--- src/rtl/fetch_stage.sv ---
// PC/fetch stage: drives the imem address, captures the returned word into a one-entry IR for decode.
// Sequential fetch sustains one word per cycle; a branch delivers its target word two edges later; ir_ready low stalls the PC and IR.
module fetch_stage #(
    parameter int                    PC_WIDTH    = 8,
    parameter int                    INS_WIDTH   = 8,
    parameter int                    MEM_DEPTH   = 12,
    parameter logic [PC_WIDTH-1:0]   RESET_PC    = '0,
    parameter logic [INS_WIDTH-1:0]  HALT_OPCODE = 8'hFF
) (
    input  logic                  clk,
    input  logic                  rst,
    output logic [PC_WIDTH-1:0]   pc_out,
    input  logic [INS_WIDTH-1:0]  inscode_in,
    input  logic                  branch_en,
    input  logic [PC_WIDTH-1:0]   branch_target,
    input  logic                  resume,
    output logic [INS_WIDTH-1:0]  ir_out,
    output logic [PC_WIDTH-1:0]   ir_pc,
    output logic                  ir_valid,
    input  logic                  ir_ready,
    output logic                  halted,
    output logic                  addr_err
);

    localparam logic [PC_WIDTH-1:0] LAST_PC = PC_WIDTH'(MEM_DEPTH - 1);

    typedef enum logic {
        FETCH  = 1'b0,
        HALTED = 1'b1
    } state_t;

    state_t                 state, state_nxt;
    logic [PC_WIDTH-1:0]    pc, pc_nxt;
    logic [INS_WIDTH-1:0]   ir_nxt;
    logic [PC_WIDTH-1:0]    ir_pc_nxt;
    logic                   ir_valid_nxt;
    logic                   addr_err_nxt;
    logic                   load;

    assign pc_out = pc;
    assign halted = (state == HALTED);

    always_ff @(posedge clk) begin
        if (rst) begin
            state    <= FETCH;
            pc       <= RESET_PC;
            ir_out   <= '0;
            ir_pc    <= '0;
            ir_valid <= 1'b0;
            addr_err <= 1'b0;
        end else begin
            state    <= state_nxt;
            pc       <= pc_nxt;
            ir_out   <= ir_nxt;
            ir_pc    <= ir_pc_nxt;
            ir_valid <= ir_valid_nxt;
            addr_err <= addr_err_nxt;
        end
    end

    always_comb begin
        state_nxt    = state;
        pc_nxt       = pc;
        ir_nxt       = ir_out;
        ir_pc_nxt    = ir_pc;
        ir_valid_nxt = ir_valid;
        addr_err_nxt = addr_err;
        // A full IR that drains this cycle can be refilled in the same cycle.
        load         = !ir_valid || ir_ready;

        if (branch_en) begin
            // Redirect wins over everything; the word on inscode_in is dropped.
            ir_valid_nxt = 1'b0;
            state_nxt    = FETCH;
            if (branch_target <= LAST_PC) begin
                pc_nxt = branch_target;
            end else begin
                pc_nxt       = RESET_PC;
                addr_err_nxt = 1'b1;
            end
        end else if (state == FETCH) begin
            if (load) begin
                ir_nxt       = inscode_in;
                ir_pc_nxt    = pc;
                ir_valid_nxt = 1'b1;
                pc_nxt       = (pc == LAST_PC) ? '0 : pc + PC_WIDTH'(1);
                if (inscode_in == HALT_OPCODE) begin
                    state_nxt = HALTED;
                end
            end
        end else begin
            if (ir_ready) begin
                ir_valid_nxt = 1'b0;
            end
            if (resume) begin
                state_nxt = FETCH;
            end
        end
    end

endmodule
--- config.mk ---
export PLATFORM = sky130hd
export DESIGN_NAME = fetch_stage
export DESIGN_NICKNAME = d
export VERILOG_FILES = /design/src/rtl/fetch_stage.sv
export SDC_FILE = /design/constraint.sdc
export NUM_CORES = 1
export LEC_CHECK = 0
export ABC_AREA = 1
export CAP_MARGIN = 30
export CORE_MARGIN = 3
export CORE_UTILIZATION = 37
export CTS_CLUSTER_SIZE = 14
export DETAILED_ROUTE_END_ITERATION = 7
export PLACE_DENSITY_LB_ADDON = 0.08
export SLEW_MARGIN = 10
export SYNTH_ARGS = -nofsm -noshare
export SYNTH_HDL_FRONTEND = slang
export SYNTH_SLANG_ARGS = --single-unit
--- constraint.sdc ---
create_clock -name clk -period 1.63 [get_ports clk]
set_input_delay 0.4075 -clock clk [delete_from_list [all_inputs] [get_ports clk]]
set_output_delay 0.4075 -clock clk [all_outputs]
set_load 0.02 [all_outputs]
# Word level (Yosys, flattened, before mapping)
# Cells that the tools add are included.
[classes]
bitwise_logic = 3
add_sub_neg = 1
eq_ne = 4
magnitude_cmp = 1
n_reduce_logical = 9
muxes = 12
[op_table]
columns = ["cell", "count"]
rows = [
  ["$mux 8", 5],
  ["$add 8x1->8 const B", 1],
  ["$eq 8x4->1 const B", 1],
  ["$eq 8x8->1 const B", 1],
  ["$le 8x4->1 const B", 1],
  ["$mux 1", 7],
  ["$reduce_and 2->1", 3],
  ["$ne 2x2->1 const B", 2],
  ["$reduce_bool 2->1", 2],
  ["$not 1->1", 3],
  ["$reduce_and 3->1", 1],
  ["$reduce_or 2->1", 1],
  ["$logic_not 1->1", 1],
  ["$logic_or 1x1->1", 1],
]
[word_totals]
register_bits = 27
output_inout_bits = 27

# Longest topological paths before layout
[depth]
depth_word = 5
depth_mapped = 9

# Worst setup path after synthesis
# Ideal clock, no wire load.
[synth_path]
path_kind = "register -> register"
from = "register pc[0], in the netlist pc_out[0]"
to = "register pc[3], in the netlist pc_out[3]"
setup_time_ns = 0.109
period_less_slack_ns = 1.491
required_time_ns = 1.521
slack_ns = 0.139
stages_incl_launch_ff = 9
t_arrival_ns = 1.382
path_cell_list = "dfxtp_1 ha_1 nand3_1 nor2_2 nor2_4 nand2_1 nand3_1 nand2_1 inv_1"
[synth_between]
elab_chain_cells = 5
elab_cells_between_ends = 6
[synth_lines]
columns = ["item", "line", "text"]
rows = [
  ["from (decl)", "33", "logic [PC_WIDTH-1:0] pc, pc_nxt;"],
  ["from (signal assigned)", "53", "pc <= pc_nxt;"],
  ["$add 8x1->8 or $eq 8x4->1 (tied branches)", "86", "pc_nxt = (pc == LAST_PC) ? '0 : pc + PC_WIDTH'(1);"],
  ["$mux 8 *", "86", ""],
  ["$mux 8 *", "82", "if (load) begin"],
  ["$mux 8 *", "81", "end else if (state == FETCH) begin"],
  ["$mux 8 *", "71", "if (branch_en) begin"],
]
# Every way passes the cells marked *; elsewhere a longest branch is shown, timed or not. The select of a mux whose other input is x is not followed.
# A chain may end at the register's enable or synchronous reset.

# Worst setup path in the final report
[layout_path]
from = "register pc[1], in the netlist pc_out[1]"
to = "output port pc_out[1]"
[layout_rtl]
columns = ["item", "line", "text"]
rows = [
  ["to (decl)", "12", "output logic [PC_WIDTH-1:0] pc_out,"],
]
# No word-level cell between the ends.

==> impl_summary.txt <==
----------------------------------------------------
[Run status]
  Result of the run ... completed

[Clocking]
  TritonCTS clock tree ... done
  TritonCTS Sinks ... 27
  Buffer type at the clock tree root ... sky130_fd_sc_hd__clkbuf_4
  Number of H-tree levels ... 1
  Clock-pin slew reported for the worst setup and hold paths after clock tree synthesis ... 0.16 ns
  Largest buffer count on any clock path ... 2
  Worst-skew pair later-pin latency ... 0.33 ns
  Number of buffers added by the clock tree synthesis step ... 3
  # hold bufs at CTS ... 0

[STA]
  Clock skew after layout ... 0.0116 ns
  Setup tns final ... 0 ns
  Setup repair after global routing missed its margin ... false
  Period utilisation layout ... 95.5%
  Total setup violations reported at the end of the flow ... 0
  Worst relative slew slack ... 84.8%
  Final period demand of the worst path ... 1.56 ns
  Max-slew violation count ... 0
  F_max ... 0.642 GHz
  Pin slew with the least headroom to its limit ... 0.228 ns
  Final-report hold violation count ... 0

[Layout]
  Final std cell area, no fill ... 1810 um^2
  Final-layout fill cell count ... 335
  Leading cell types in the layout, fill and taps excluded ... 36 x sky130_fd_sc_hd__nand2_1, 31 x sky130_fd_sc_hd__nor2_1, 27 x sky130_fd_sc_hd__dfxtp_1, 27 x sky130_fd_sc_hd__dlygate4sd2_1
  Layout Area Growth over Synthesis ... 46.9%
  Final Core Density ... 58.2%
  Fraction of final layout cells sized beyond drive strength 1 ... 9.40%
  Most frequent standard cell in the layout excluding fill and tap cells ... sky130_fd_sc_hd__nand2_1
  Post-Layout Cell Count ... 278
  Number of diodes added for antenna fixing ... 0
  Fin nets ... 257

[Drt]
  Total Routed Length ... 3050 um
  DR DRC count ... 0
  Initial DRC count ... 65
  First-pass iteration count of the detailed router ... 4
  Final ANT Viol Nets ... 0
  Detail-routed net length per standard cell ... 11.0 um
  Vias per inst ... 4.68
  Via count ... 1301

[Global routing]
  Global-route wire length before repair ... 5510 um
  Total global-route track usage ... 16.3%
  Number of antenna violations at the first check in global routing ... 0
  Vias in the first global route ... 1273
  Aggregate global routing overflow ... 0
  Pin count of the biggest net entering global routing ... 20

[Place]
  Detailed Place HPWL ... 2410 um
  Cell area after placement ... 1810 um^2
  Post-placement cell count ... 274
  Port Buf Inserts ... 47
  Routability Congestion ... 0.809

[Worst setup path]
  Cell family contributing the most delay on the critical path ... flip-flops
  Slowest stage cell on the critical path ... sky130_fd_sc_hd__dfxtp_1
  Worst reg2reg path startpoint ... pc_out[1]$_SDFFE_PP0P_
  WP data arrival ... 1.15 ns
  Kind of critical path ... reg2out
  CP startpoint kind ... flip-flop
  Worst Setup End Kind ... output port
  Timing startpoint of the critical path ... pc_out[1]$_SDFFE_PP0P_
  Critical path data required time ... 1.22 ns
  Top fanout value on the critical path ... 5
  Crit-path cells ... dlygate4sd2_1
  Buf/Inv on CP ... 1
  Maximum cell stage delay along the critical path ... 0.46 ns

[Floorplanning]
  Floorplan row count ... 20
  Initial Utilization ... 39.6%
  Top-level I/O count ... 48
  Full die area ... 4050 um^2
  Horiz. Die Dim ... 63.6 um
  Area of the core ... 3100 um^2
  Chip Height ... 63.6 um

[Logic synthesis]
  Average cell area after synthesis ... 6.94 um^2
  Area contributors post-synth ... sky130_fd_sc_hd__dfxtp_1 44%, sky130_fd_sc_hd__nand2_1 11%, sky130_fd_sc_hd__nor2_1 9.5%
  Post-synth top area cell ... sky130_fd_sc_hd__dfxtp_1
  Mapped Area ... 1230 um^2
  Share of Yosys cell area claimed by the top area cell type ... 44.0%
  Sequential-to-total area share from yosys stat ... 44.0%
  FF+latch count, synth ... 27
  Number of nets produced by synthesis ... 199
  Number of synthesis warnings ... 0
  Number of distinct library cells after synthesis ... 19
  Mapped Cells ... 177

[Run]
  Max Cap Viol ... 0

[Worst hold path]
  Tightest Hold Check Type ... reg2reg
  Hold path startpoint ... ir_out[4]$_SDFFE_PP0P_

[Pwr]
  Total design power ... 1.27 mW
  Standby leakage power ... 0.892 nW
  Worst voltage drop across the vdd grid ... 0.000373 V
  PD cells ... 701 nW/um^2

----------------------------------------------------
## synth_stat cells
| master | number |
|---|---|
| sky130_fd_sc_hd__nand4_1 | 4 |
| sky130_fd_sc_hd__nor2_4 | 1 |
| sky130_fd_sc_hd__buf_2 | 2 |
| sky130_fd_sc_hd__a21oi_1 | 17 |
| sky130_fd_sc_hd__nand2_2 | 1 |
| sky130_fd_sc_hd__nor2_2 | 2 |
| sky130_fd_sc_hd__inv_1 | 20 |
| sky130_fd_sc_hd__inv_2 | 1 |
| sky130_fd_sc_hd__buf_6 | 2 |
| sky130_fd_sc_hd__xor2_1 | 1 |
| sky130_fd_sc_hd__nand3_1 | 10 |
| sky130_fd_sc_hd__nor2_1 | 31 |
| sky130_fd_sc_hd__nor3_2 | 1 |
| sky130_fd_sc_hd__or2_2 | 1 |
| sky130_fd_sc_hd__buf_4 | 1 |
| sky130_fd_sc_hd__ha_1 | 1 |
| sky130_fd_sc_hd__nand2_1 | 36 |
| sky130_fd_sc_hd__dfxtp_1 | 27 |
| sky130_fd_sc_hd__o21ai_0 | 18 |
## repair_timing
action | CTS | global route
endpoints found under the hold margin | 0 | 0
gates resized for setup | 27 | 0
setup buffers | 0 | 0
setup endpoints to repair | 27 | 0
## state kept, by name, indices dropped and copies added, names as in the netlist
signal / flops
pc_out: 8
halted: 1
ir_pc: 8
ir_out: 8
ir_valid: 1
addr_err: 1
## routing by layer
| layer | up-vias | GRT usage (%) | share of wire, % |
|---|---|---|---|
| met5 | - | 0 | 0 |
| met4 | 0 | 3.23 | 0.49 |
| met3 | 2 | 3.03 | 6.6 |
| met2 | 40 | 28.0 | 49 |
| met1 | 576 | 21.3 | 44 |
| li1 | 683 | - | - |
## cell type report
class                           count  area, um^2  share of cell area (%)
Clock buffer                        3        22.5                    1.25
Sequential cell                    27         541                    29.9
Multi-Input combinational cell    124         569                    31.5
Clock inverter                      1        7.51                   0.416
Inverter                           21        78.8                    4.37
Timing Repair Buffer               58         532                    29.5
Tap cell                           44        55.1                    3.05
## power breakdown
part	leakage (nW)	internal (mW)	switching, mW
Sequential	0.222	0.694	0.0176
Combinational	0.656	0.119	0.132
Clock	0.0139	0.0936	0.208
## final timing paths
check | to | slack [ns] | depth (start not counted)
max | pc_out[1] | 0.07 | 1
min | ir_out[4]$_SDFFE_PP0P_ | 0.49 | 2
max reg2reg | pc_out[3]$_SDFFE_PP0P_ | 0.17 | 8
min reg2reg | ir_out[4]$_SDFFE_PP0P_ | 0.49 | 2
## through the flow
step | worst slack [ns] | hold slack (ns)
after floorplan | 0.139 | 0.545
after global placement | -0.0438 | 0.458
after detailed placement | -0.102 | 0.460
after CTS | 0.0589 | 0.494
after global routing | 0.000451 | 0.534
final | 0.0735 | 0.491
## logic make-up (layout without fill, tap and decap cells)
family / after synthesis / in the layout / synth area share, %
AND/OR/NAND/NOR: 87 / 87 / 30.3
AO/OA/AOI/OAI: 35 / 35 / 14.3
flip-flops: 27 / 27 / 44.0
buffers and inverters: 26 / 83 / 9.67
adder cells (fa/ha/maj): 1 / 1 / 1.02
XOR/XNOR: 1 / 1 / 0.713
Note: power is estimated with default switching activity, not from simulation.
